<file path="src/rtl/tmu2_texfetch_if.sv">
// ============================================================================
// tmu2_texfetch_if: token, FML read and texel-cache fill buses of the texel fetch unit.
// Rev 1.0
// ============================================================================
`default_nettype none

interface tmu2_texfetch_if #(
   parameter int FML_DEPTH = 26
);
   localparam int c_AW = FML_DEPTH - 5;

   logic              pipe_stb_i;
   logic              pipe_ack_o;
   logic [c_AW-1:0]   tadra;
   logic [c_AW-1:0]   tadrb;
   logic [c_AW-1:0]   tadrc;
   logic [c_AW-1:0]   tadrd;
   logic              miss_a;
   logic              miss_b;
   logic              miss_c;
   logic              miss_d;

   logic [FML_DEPTH-1:0] fml_adr;
   logic              fml_stb;
   logic              fml_ack;
   logic [63:0]       fml_di;

   logic              fill_stb_o;
   logic              fill_ack_i;
   logic [c_AW-1:0]   fill_adr;
   logic [255:0]      fill_dat;

   // Slave is the fetch unit itself; master is the surrounding pipeline/memory side.
   modport slave (
      input  pipe_stb_i, tadra, tadrb, tadrc, tadrd, miss_a, miss_b, miss_c, miss_d,
      input  fml_ack, fml_di, fill_ack_i,
      output pipe_ack_o, fml_adr, fml_stb, fill_stb_o, fill_adr, fill_dat
   );

   modport master (
      output pipe_stb_i, tadra, tadrb, tadrc, tadrd, miss_a, miss_b, miss_c, miss_d,
      output fml_ack, fml_di, fill_ack_i,
      input  pipe_ack_o, fml_adr, fml_stb, fill_stb_o, fill_adr, fill_dat
   );
endinterface

`default_nettype wire

</file>
<file path="src/rtl/tmu2_texfetch.sv">
// ============================================================================
// tmu2_texfetch: fetches missed texel bursts over FML, one burst per distinct address.
// Rev 1.0
// ============================================================================
`default_nettype none

module tmu2_texfetch #(
   parameter int FML_DEPTH = 26
) (
   input  wire logic      sys_clk,
   input  wire logic      sys_rst_n,
   output logic           busy,
   tmu2_texfetch_if.slave bus
);
   localparam int c_AW = FML_DEPTH - 5;

   typedef enum logic [1:0] {
      S_IDLE = 2'd0,
      S_REQ  = 2'd1,
      S_DATA = 2'd2,
      S_OUT  = 2'd3
   } state_t;

   state_t            r_state;
   state_t            w_next;
   logic [c_AW-1:0]   r_adr [4];
   logic [3:0]        r_pend;
   logic [1:0]        r_beat;
   logic [c_AW-1:0]   r_fill_adr;
   logic [255:0]      r_fill_dat;

   logic              w_pa, w_pb, w_pc, w_pd;
   logic [3:0]        w_pend;
   logic [1:0]        w_sel;
   logic              w_accept;
   logic              w_fml_take;

   // A later slot is suppressed only when it matches a slot that is itself pending.
   assign w_pa = bus.miss_a;
   assign w_pb = bus.miss_b & ~(w_pa & (bus.tadrb == bus.tadra));
   assign w_pc = bus.miss_c & ~(w_pa & (bus.tadrc == bus.tadra))
                            & ~(w_pb & (bus.tadrc == bus.tadrb));
   assign w_pd = bus.miss_d & ~(w_pa & (bus.tadrd == bus.tadra))
                            & ~(w_pb & (bus.tadrd == bus.tadrb))
                            & ~(w_pc & (bus.tadrd == bus.tadrc));
   assign w_pend = {w_pd, w_pc, w_pb, w_pa};

   assign w_sel = r_pend[0] ? 2'd0 :
                  r_pend[1] ? 2'd1 :
                  r_pend[2] ? 2'd2 : 2'd3;

   assign w_accept   = (r_state == S_IDLE) & bus.pipe_stb_i;
   assign w_fml_take = (r_state == S_REQ) & bus.fml_ack;

   always_ff @(posedge sys_clk or negedge sys_rst_n) begin
      if (!sys_rst_n) begin
         r_state <= S_IDLE;
      end else begin
         r_state <= w_next;
      end
   end

   always_comb begin
      w_next = r_state;
      case (r_state)
         S_IDLE:  if (w_accept && (w_pend != 4'd0)) w_next = S_REQ;
         S_REQ:   if (bus.fml_ack) w_next = S_DATA;
         S_DATA:  if (r_beat == 2'd3) w_next = S_OUT;
         S_OUT:   if (bus.fill_ack_i) w_next = (r_pend != 4'd0) ? S_REQ : S_IDLE;
         default: w_next = S_IDLE;
      endcase
   end

   always_ff @(posedge sys_clk or negedge sys_rst_n) begin
      if (!sys_rst_n) begin
         for (int i = 0; i < 4; i++) r_adr[i] <= '0;
         r_pend     <= '0;
         r_beat     <= '0;
         r_fill_adr <= '0;
         r_fill_dat <= '0;
      end else begin
         if (w_accept) begin
            r_adr[0] <= bus.tadra;
            r_adr[1] <= bus.tadrb;
            r_adr[2] <= bus.tadrc;
            r_adr[3] <= bus.tadrd;
            r_pend   <= w_pend;
         end
         if (w_fml_take) begin
            r_pend[w_sel] <= 1'b0;
            r_beat        <= 2'd0;
            r_fill_adr    <= r_adr[w_sel];
         end
         // Shift in beats so beat 0 ends up in the top 64 bits.
         if (r_state == S_DATA) begin
            r_fill_dat <= {r_fill_dat[191:0], bus.fml_di};
            r_beat     <= r_beat + 2'd1;
         end
      end
   end

   assign busy           = (r_state != S_IDLE);
   assign bus.pipe_ack_o = (r_state == S_IDLE) & sys_rst_n;
   assign bus.fml_stb    = (r_state == S_REQ);
   assign bus.fml_adr    = (r_state == S_REQ) ? {r_adr[w_sel], 5'b0} : '0;
   assign bus.fill_stb_o = (r_state == S_OUT);
   assign bus.fill_adr   = r_fill_adr;
   assign bus.fill_dat   = r_fill_dat;

endmodule

`default_nettype wire

</file>
<file path="src/flat_wrapper.sv">
// flat-port wrapper written by rule: the top's interface ports become plain ports
module tmu2_texfetch_flat 
#(
   parameter int FML_DEPTH = 26
)
  (sys_clk, sys_rst_n, busy, bus_pipe_stb_i, bus_tadra, bus_tadrb, bus_tadrc, bus_tadrd, bus_miss_a, bus_miss_b, bus_miss_c, bus_miss_d, bus_fml_ack, bus_fml_di, bus_fill_ack_i, bus_pipe_ack_o, bus_fml_adr, bus_fml_stb, bus_fill_stb_o, bus_fill_adr, bus_fill_dat);
  tmu2_texfetch_if #(.FML_DEPTH(FML_DEPTH)) bus_i ();
  input  wire logic sys_clk;
  input  wire logic sys_rst_n;
  output logic busy;
  input wire logic [$bits(bus_i.pipe_stb_i)-1:0] bus_pipe_stb_i;
  input wire logic [$bits(bus_i.tadra)-1:0] bus_tadra;
  input wire logic [$bits(bus_i.tadrb)-1:0] bus_tadrb;
  input wire logic [$bits(bus_i.tadrc)-1:0] bus_tadrc;
  input wire logic [$bits(bus_i.tadrd)-1:0] bus_tadrd;
  input wire logic [$bits(bus_i.miss_a)-1:0] bus_miss_a;
  input wire logic [$bits(bus_i.miss_b)-1:0] bus_miss_b;
  input wire logic [$bits(bus_i.miss_c)-1:0] bus_miss_c;
  input wire logic [$bits(bus_i.miss_d)-1:0] bus_miss_d;
  input wire logic [$bits(bus_i.fml_ack)-1:0] bus_fml_ack;
  input wire logic [$bits(bus_i.fml_di)-1:0] bus_fml_di;
  input wire logic [$bits(bus_i.fill_ack_i)-1:0] bus_fill_ack_i;
  output wire logic [$bits(bus_i.pipe_ack_o)-1:0] bus_pipe_ack_o;
  output wire logic [$bits(bus_i.fml_adr)-1:0] bus_fml_adr;
  output wire logic [$bits(bus_i.fml_stb)-1:0] bus_fml_stb;
  output wire logic [$bits(bus_i.fill_stb_o)-1:0] bus_fill_stb_o;
  output wire logic [$bits(bus_i.fill_adr)-1:0] bus_fill_adr;
  output wire logic [$bits(bus_i.fill_dat)-1:0] bus_fill_dat;
  assign bus_i.pipe_stb_i = bus_pipe_stb_i;
  assign bus_i.tadra = bus_tadra;
  assign bus_i.tadrb = bus_tadrb;
  assign bus_i.tadrc = bus_tadrc;
  assign bus_i.tadrd = bus_tadrd;
  assign bus_i.miss_a = bus_miss_a;
  assign bus_i.miss_b = bus_miss_b;
  assign bus_i.miss_c = bus_miss_c;
  assign bus_i.miss_d = bus_miss_d;
  assign bus_i.fml_ack = bus_fml_ack;
  assign bus_i.fml_di = bus_fml_di;
  assign bus_i.fill_ack_i = bus_fill_ack_i;
  assign bus_pipe_ack_o = bus_i.pipe_ack_o;
  assign bus_fml_adr = bus_i.fml_adr;
  assign bus_fml_stb = bus_i.fml_stb;
  assign bus_fill_stb_o = bus_i.fill_stb_o;
  assign bus_fill_adr = bus_i.fill_adr;
  assign bus_fill_dat = bus_i.fill_dat;
  tmu2_texfetch #(.FML_DEPTH(FML_DEPTH)) u_core (.sys_clk(sys_clk), .sys_rst_n(sys_rst_n), .busy(busy), .bus(bus_i));
endmodule
</file>
<file path="config.mk">
export PLATFORM = sky130hd
export DESIGN_NAME = tmu2_texfetch_flat
export DESIGN_NICKNAME = d
export VERILOG_FILES = /design/src/rtl/tmu2_texfetch_if.sv /design/src/rtl/tmu2_texfetch.sv /design/src/flat_wrapper.sv
export SDC_FILE = /design/constraint.sdc
export NUM_CORES = 1
export LEC_CHECK = 0
export ABC_AREA = 1
export BUFFER_PORTS_ARGS = -buffer_cell sky130_fd_sc_hd__buf_4
export CAP_MARGIN = 20
export CORE_MARGIN = 2
export CORE_UTILIZATION = 54
export CTS_BUF_LIST = sky130_fd_sc_hd__clkbuf_4 sky130_fd_sc_hd__clkbuf_8
export CTS_CLUSTER_DIAMETER = 150
export DETAILED_ROUTE_END_ITERATION = 8
export PLACE_DENSITY = 0.79
export SETUP_SLACK_MARGIN = 0.05
export SLEW_MARGIN = 25
export SYNTH_ARGS = -nofsm -noshare
export SYNTH_HDL_FRONTEND = slang
export SYNTH_SLANG_ARGS = --single-unit
</file>
<file path="constraint.sdc">
create_clock -name sys_clk -period 2 [get_ports sys_clk]
set_input_delay 0.2 -clock sys_clk [delete_from_list [all_inputs] [get_ports sys_clk]]
set_output_delay 0.2 -clock sys_clk [all_outputs]
set_load 0.03 [all_outputs]
</file>
# ---- Yosys cells after proc, flatten, opt, wreduce, memory -nomap -nowiden
# Index checks and enable logic that the tools add are counted.
# Widths: inputs -> output; s select.
dict set report classes {
  n_reduce_logical 8
  div 0
  n_lt_le_gt_ge 3
  addsub 1
  n_bitwise 24
  multipliers 0
  n_eq_ne 14
  shifts 0
  n_mux 19
}
# cell count
set ops {}
lappend ops {{$eq 21x21->1} 6}
lappend ops {{$bmux 21 s2} 1}
lappend ops {{$mux 21} 2}
lappend ops {{$mux 26} 1}
lappend ops {{$mux 2} 8}
lappend ops {{$and 1x1->1} 15}
lappend ops {{$mux 4} 2}
lappend ops {{$pmux 2 s4} 1}
lappend ops {{$reduce_bool 4->1} 2}
lappend ops {{$eq 2x2->1 const B} 3}
lappend ops {{$ne 2x2->1 const B} 3}
lappend ops {{$not 1->1} 6}
lappend ops {{$and 4x4->4} 1}
lappend ops {{$not 4->4} 1}
lappend ops {{$reduce_and 4->1} 1}
lappend ops {{$reduce_bool 2->1} 2}
lappend ops {{$ge 3x3->1 const B} 1}
lappend ops {{$lt 2x3->1 const B} 1}
lappend ops {{$mux 1} 3}
lappend ops {{$not 2->3} 1}
lappend ops {{$add 2x1->2 const B} 1}
lappend ops {{$demux 1 s2} 1}
lappend ops {{$eq 2x1->1 const B} 1}
lappend ops {{$ge 2x1->1 const B} 1}
lappend ops {{3 further kinds} 4}
dict set report word_totals {
  latch_bits 0
  n_memories 0
  wordCells 78
  romBits 0
  mem_bits_rw 0
  register_bits 369
}

# ---- Logic depth before layout (Yosys ltp)
# Gate-level depths: netlist (run 1).
dict set report depth {
  word_depth 14
  ltp_mapped 14
  mapped_depth_nobuf 14
}

# ---- Least setup slack after synthesis (run 1)
# Ideal clock, no wire load.
dict set report synth_path {
  path_type {reg-to-output}
  startpoint {register u_core.r_state[1]}
  endpoint {output port bus_fml_adr[10]}
  t_arrival_ns 1.629
  stages_incl_launch_ff 6
  path_slack_ns 0.171
  path_buffers 1
  path_cell_list {dfrtp_1 -> inv_1 -> ha_1 -> inv_1 -> clkbuf_1 -> nor2_1}
}
dict set report synth_via {
  elab_chain_len 2
}
# item line
set synth_rtl {}
lappend synth_rtl {{start, declared} tmu2_texfetch.sv:24} ;# state_t r_state;
lappend synth_rtl {{start signal, assigned} tmu2_texfetch.sv:59} ;# r_state <= w_next;
lappend synth_rtl {{$eq 2x1->1} --}
lappend synth_rtl {{named net bus_fml_stb} flat_wrapper.sv:25} ;# output wire logic [$bits(bus_i.fml_stb)-1:0] bus_fml_stb;
lappend synth_rtl {{$mux 26} tmu2_texfetch.sv:105} ;# assign bus.fml_adr = (r_state == S_REQ) ? {r_adr[w_sel], 5'b0} : '0;
lappend synth_rtl {{end, declared} flat_wrapper.sv:24} ;# output wire logic [$bits(bus_i.fml_adr)-1:0] bus_fml_adr;
# The timed path passes the listed nets, and every way through them passes these cells.

# ---- Worst setup path after layout (run 1)
dict set report layout_path {
  startpoint {register u_core.r_pend[1]}
  endpoint {output port bus_fml_adr[15]}
}
dict set report layout_via {
  elab_chain_len 7
}
# item line
set layout_rtl {}
lappend layout_rtl {{start, declared} tmu2_texfetch.sv:27} ;# logic [3:0] r_pend;
lappend layout_rtl {{start signal, assigned} tmu2_texfetch.sv:87} ;# r_pend <= w_pend;
lappend layout_rtl {{$mux 2} tmu2_texfetch.sv:49} ;# r_pend[1] ? 2'd1 :
lappend layout_rtl {{$mux 2} tmu2_texfetch.sv:48} ;# assign w_sel = r_pend[0] ? 2'd0 :
lappend layout_rtl {{$not 2->3 (not written as such)} tmu2_texfetch.sv:105}
lappend layout_rtl {{$bmux 21 s2} tmu2_texfetch.sv:105}
lappend layout_rtl {{$mux 21 (not written as such) (2 in a row)} tmu2_texfetch.sv:105}
lappend layout_rtl {{$mux 26} tmu2_texfetch.sv:105}
# Every way passes these cells. The select of a mux whose other input is x is not followed.

==> flow_summary.ini, run 1 <==
[run_status]
outcome = complete, but fails checks
violations = setup timing

[logic_synthesis]
ys_seq_area_share_pct = 56.3
synth-simple-area-share_pct = 23.2
synth_top_family_by_area = simple AND/OR/NAND/NOR gates
yosys.area.top_type_share_pct = 56.3
synth_compound_area_share_pct = 11.1
synth_seq_cells = 369
synthMuxAreaShare_pct = 0.274
synthXorXnorAreaFrac_pct = 1.65
synthArstFlopShare_pct = 100
synth.distinct_cells = 32
syn_area_um2 = 16400
ys_top_cells_by_area = dfrtp_1 (56%), nand2_1 (19%), o21ai_0 (8.5%)
ys_warn_count = 0
ys.flop_type = dfrtp_1
synthAdderAreaFrac_pct = 0.457
postSynthCellCount = 2056
synth-edff-count = 0
syn_area_per_cell_um2 = 7.98
post-synth-top-area-cell = dfrtp_1

[timing]
post-route-period-util_pct = 117
drv_slew = 0
finalClockSkew_ps = 22.0
whs_ps = 29.1
period_minus_slack_ps = 2340
rsz0062_at_grt = true
setup_viol = 21
max_slew.worst_pin.slew_ps = 675
hold_viol_final = 0
fmax_mhz = 427
relSlewSlack_pct = 55.0
setup_ws_ps = -340

[floorplanning]
core_region_area_um2 = 29800
num_rows = 63
chipWidth_um = 178
io_pins = 464
initial_utilization_pct = 55.1
dieArea_um2 = 31800
die_h_um = 178

[power]
sequentialPowerShare_pct = 32.7
p_sw_w = 0.0191
pwr-share-clk_pct = 16.5
powerDensity_nw_per_um2 = 1750
p_int_w = 0.0220
ir_drop_uv = 871
leakage_nw = 12.4
combPwrFrac_pct = 50.8
swShare_pct = 46.5

[grt]
antenna_found_initial = 7
grt_pass1_vias = 15780
grt_max_degree = 126
grtUsageTotal_pct = 35.1
overflow = 0
grt_pass1_wl_mm = 85.9

[placement]
place_ws_ps = 158
io_buffers = 458
routabilityCongestion = 0.975
hpwl_mm = 40.2

[setup_path]
required_ps = 1800
r2r_cells = 4
crit_type = flop to primary output
start_kind = flop
end_kind = primary output
crit_fanout = 5
cp_data_arrival_time_ps = 2140

[route]
first_pass_iters = 6
drc = 0
vias = 16489
via_per_inst = 5.27
drtIter0Drc = 1477
wl_per_cell_um = 18.3
detail-route-antenna-nets = 0
wirelength_mm = 57.3

[clock_network]
htree_levels = 2
cts-root-buf = clkbuf_8
cts.sinks = 369
insertion_delay_ps = 600
cts_tree = yes
clk_path_buf_depth = 3
cts_buffers = 58
clk_pin_slew_ps = 60

[cells_and_area]
area_growth_pct = 43.0
fin_nets = 2847
drive_above_1_share_pct = 24.5

[hold_path]
worstHoldPathCells = 3
worst_hold_path_type = primary input to flop

[run]
drv_cap = 0
==> area by class of cell <==
type	instances	area, um^2
inverter	194	748
clock buffer	96	1210
clock inverter	7	52.6
fill	1969	6330
sequential	369	9240
tap	390	488
timing repair buffer	662	5540
antenna	9	22.5
multi-input combinational	1399	6170
==> synthesized netlist by cell type, types with 18 or more instances <==
library cell	instances
nand2_1	827
o21ai_1	20
a21oi_1	28
dfrtp_1	369
o22ai_1	22
nand3_1	18
buf_2	25
nor2_1	135
inv_1	186
xnor2_1	20
clkbuf_1	65
o21ai_0	278
==> registers in the layout, summed over array words and instances (netlist names) <==
name and count:
u_core.r_state 2, u_core.r_beat 2, u_core.r_adr 84, u_core.bus.fill_adr 21, u_core.bus.fill_dat 256, u_core.r_pend 4
==> worst max-delay path, stage by stage, from the launching register on <==
cell     delay [ps]
dfrtp_1         400
buf_6           140
nor2_4          230
buf_6           170
o21ai_1          70
o22ai_1         130
inv_1           110
nor2_4          160
buf_6           150
==> power by group through the flow <==
stage	logic, W	registers, W	clock network, W
6_report	0.0209	0.0134	0.00680
5_1_grt	0.0224	0.0137	0.00719
4_1_cts	0.0202	0.0132	0.00683
3_5_place_dp	0.0192	0.0133	0
3_3_place_gp	0.0188	0.0132	0
2_1_floorplan	0.00715	0.0174	0
==> worst paths after layout <==
path / start / endpoint / slack, ps
worst min-delay path: bus_tadrd[14] / u_core.r_adr[14] / 30
min in group asynchronous: sys_rst_n / u_core.bus.fill_dat[53] / 50
worst max-delay path: u_core.r_pend[1] / bus_fml_adr[15] / -340
worst max register to register: u_core.r_state[0] / u_core.bus.fill_dat[82] / 210
max in group asynchronous: sys_rst_n / u_core.r_adr[29] / 990
worst min register to register: u_core.bus.fill_dat[195] / u_core.bus.fill_dat[195] / 470
==> cell usage in the layout, fill, tap and decap left out, types with 2 or more instances in the layout <==
| master | count |
|---|---|
| nand2_1 | 826 |
| buf_4 | 487 |
| dfrtp_1 | 366 |
| o21ai_0 | 264 |
| inv_1 | 179 |
| dlygate4sd3_1 | 149 |
| nor2_1 | 123 |
| clkbuf_8 | 78 |
| o21ai_1 | 31 |
| a21oi_1 | 28 |
| xnor2_1 | 20 |
| nand3_1 | 18 |
| o22ai_1 | 18 |
| clkbuf_4 | 18 |
| inv_2 | 12 |
| buf_6 | 12 |
| xor2_1 | 11 |
| nor2_2 | 11 |
| buf_12 | 10 |
| diode_2 | 9 |
| nor3_1 | 6 |
| nand4_1 | 6 |
| conb_1 | 5 |
| clkinv_2 | 5 |
| nor2_4 | 4 |
| o22ai_2 | 4 |
| mux2_2 | 4 |
| buf_8 | 4 |
| o21ai_2 | 3 |
| ha_1 | 3 |
| dfrtp_2 | 3 |
| inv_12 | 2 |
| nand2_2 | 2 |
| ha_4 | 2 |
==> through the flow <==
step                utilization (%)  total power (W)  area (um^2)  cells  setup TNS (ps)
global placement               68.2           0.0320        20300   2844               0
detailed placement             68.2           0.0325        20300   2844               0
global route                   78.7           0.0433        23500   3124           -7300
floorplan                         -           0.0245        16400   2060               0
CTS                            78.2           0.0402        23300   3110           -5040
finish                         78.8           0.0411        23500   3126           -5650
==> what timing repair did <==
item,in CTS,in global routing
buffers inserted,11,6
gates cloned,3,1
resized for setup,37,41
endpoints found under the hold margin,516,0
endpoints found under the setup margin,23,22
hold buffers,149,0
pin swaps,4,30
==> per-layer routing <==
| layer | track usage, % | part of all wire (%) | wire length (um) |
|---|---|---|---|
| met5 | 0 | 0 | 0 |
| met4 | 18.3 | 5.3 | 3060 |
| met3 | 5.75 | 7.8 | 4470 |
| met2 | 57.7 | 48 | 27600 |
| met1 | 45.0 | 39 | 22200 |
==> cells by family after synthesis <==
kind of cell    after synthesis
compound gates              354
xor+xnor                     31
fa+ha+maj                     6
buf+inv                     292
flops                       369
mux                           4
other cells                   1
simple gates                999
Power figures use the tool's default switching activity.
==> inputs of run 2 (changes only) <==
Clock period 2 ns to 2.55 ns, I/O delays scaled along.
==> run 2 against run 1 <==
Against the previous run:
- the flow now finishes without violations
- flip-flop and latch count unchanged
- worst setup slack improved by 510 ps
- sequential power decreased by 22%
- global-route usage decreased by 0.98 points
- first-iteration DRC count decreased by 12%
- count of clock-buffer cells in the layout decreased by 4
- routed wire length decreased by 4.5%
- power decreased by 25%
- via count decreased by 3.5%
- die area unchanged
- cell count decreased by 3.0%
- critical path type unchanged
- largest power group unchanged
==> flow_summary.ini, run 2 (synthesis results as in run 1) <==
[setup_path]
r2r-end = u_core.r_state[1]
path_buf_inv = 3
r2r_cells = 11
end_kind = primary output
r2r_slack_ps = 500
start_kind = flop
worstPathCellList = a21oi_4 -> buf_4 -> nor2_1 -> o22ai_1 -> inv_1 -> nor2_2 -> buf_4
crit_family = buffers and inverters
required_ps = 2300
slowest_stage = dfrtp_1
crit_fanout = 10
cp_common_cell = buf_4
max_stage_delay_ps = 440
cp_data_arrival_time_ps = 2120
worst_r2r_startpoint = u_core.r_state[0]
crit_type = flop to primary output

[cells_and_area]
drive_above_1_share_pct = 23.2
final_cell_mix = nand2_1 (826), buf_4 (476), dfrtp_1 (367)
seq_area_um2 = 9240
layout_commonest_cell = nand2_1
final_util_pct = 75.2
largest_reg_flops = 256
area_growth_pct = 36.6
fillers = 2213
fin_nets = 2759
multi_input_area_um2 = 6070

[grt]
grtUsageTotal_pct = 34.1
grt_max_degree = 139
grt_pass1_wl_mm = 82.9
antenna_found_initial = 3
grt_pass1_vias = 15198
overflow = 0

[route]
via_per_inst = 5.25
detail-route-antenna-nets = 0
vias = 15905
wl_per_cell_um = 18.1
drc = 0
wirelength_mm = 54.8
first_pass_iters = 6
drtIter0Drc = 1305

[power]
swShare_pct = 46.6
p_int_w = 0.0165
p_sw_w = 0.0144
combPwrFrac_pct = 49.2
ir_drop_uv = 768
sequentialPowerShare_pct = 33.7
pwr-share-clk_pct = 17.1
leakage_nw = 12.0
powerDensity_nw_per_um2 = 1380

[timing]
period_minus_slack_ps = 2380
post-route-period-util_pct = 93.3
setup_viol = 0
fmax_mhz = 420
tns_ps = 0
rsz0062_at_grt = false
max_slew.worst_pin.slew_ps = 625
setup_ws_ps = 171
hold_viol_final = 0
relSlewSlack_pct = 58.3
drv_slew = 0
finalClockSkew_ps = 31.3

[placement]
hpwl_mm = 40.0
io_buffers = 458
routabilityCongestion = 0.980
place_ws_ps = 546

[floorplanning]
chipWidth_um = 178
initial_utilization_pct = 55.1
num_rows = 63
die_h_um = 178
dieArea_um2 = 31800
core_region_area_um2 = 29800
io_pins = 464

[clock_network]
insertion_delay_ps = 620
htree_levels = 2
clk_pin_slew_ps = 60
cts_tree = yes
cts.sinks = 369
clk_path_buf_depth = 3
cts-root-buf = clkbuf_8
cts_buffers = 58

[hold_path]
hold_start = bus_tadrc[16]
worstHoldEndpoint = u_core.r_adr[37]
worst_hold_path_type = primary input to flop
worstHoldPathCells = 3

[run_status]
outcome = completed

[run]
drv_cap = 0
## run 2: how the worst max path moves through the flow
| stage | start | end | slack [ps] | cells past startpoint |
|---|---|---|---|---|
| 2_1_floorplan | u_core.r_state[1] | bus_fml_adr[10] | 670 | 5 |
| 3_3_place_gp | u_core.r_pend[1] | bus_fml_adr[23] | 580 | 8 |
| 3_5_place_dp | u_core.r_pend[1] | bus_fml_adr[15] | 550 | 8 |
| 4_1_cts | u_core.r_state[1] | bus_fml_adr[5] | 60 | 6 |
| 5_1_grt | u_core.r_pend[0] | bus_fml_adr[18] | 80 | 7 |
| 6_report | u_core.r_pend[2] | bus_fml_adr[15] | 170 | 7 |
## run 2: repair_timing
item | 4_1_cts | 5_1_grt
buffers inserted | 1 | 3
hold buffers | 90 | 0
resized for setup | 3 | 4
endpoints found under the hold margin | 259 | 0
setup endpoints to repair | 13 | 17
## run 2: layout make-up
class	count	share of cell area [%]
diodes	4	0.0446
clock buffers	92	5.06
clock inverters	9	0.485
inverters	194	3.30
multi-input cells	1399	27.1
flip-flops and latches	369	41.2
well taps	390	2.18
repair buffers	574	20.6
## run 2: worst min-delay path: stages
cell and delay (ps):
buf_4 130, inv_1 90, o21ai_0 90
## run 2: metrics by stage
step | area (um^2) | hold WS (ps) | power, W | std cells
floorplan | 16400 | -40.6 | 0.0192 | 2060
global placement | 20200 | 164 | 0.0249 | 2832
detailed placement | 20200 | 162 | 0.0253 | 2832
CTS | 22400 | 0.126 | 0.0308 | 3024
global route | 22400 | 14.1 | 0.0328 | 3030
finish | 22400 | 5.88 | 0.0310 | 3031
## run 2: power groups by stage
stage                     logic (W)  clock network (W)  registers, W
final                        0.0152            0.00529        0.0105
after global routing         0.0165            0.00560        0.0107
after CTS                    0.0151            0.00535        0.0104
after detailed placement     0.0149                  0        0.0104
after global placement       0.0145                  0        0.0104
after floorplan             0.00561                  0        0.0136
## run 2: routing by layer
layer / share of wire, % / vias up / track usage (%)
li1: - / 7487 / -
met1: 39 / 7523 / 44.7
met2: 47 / 740 / 54.8
met3: 8.9 / 155 / 6.63
met4: 5.1 / 0 / 16.6
met5: 0 / - / 0
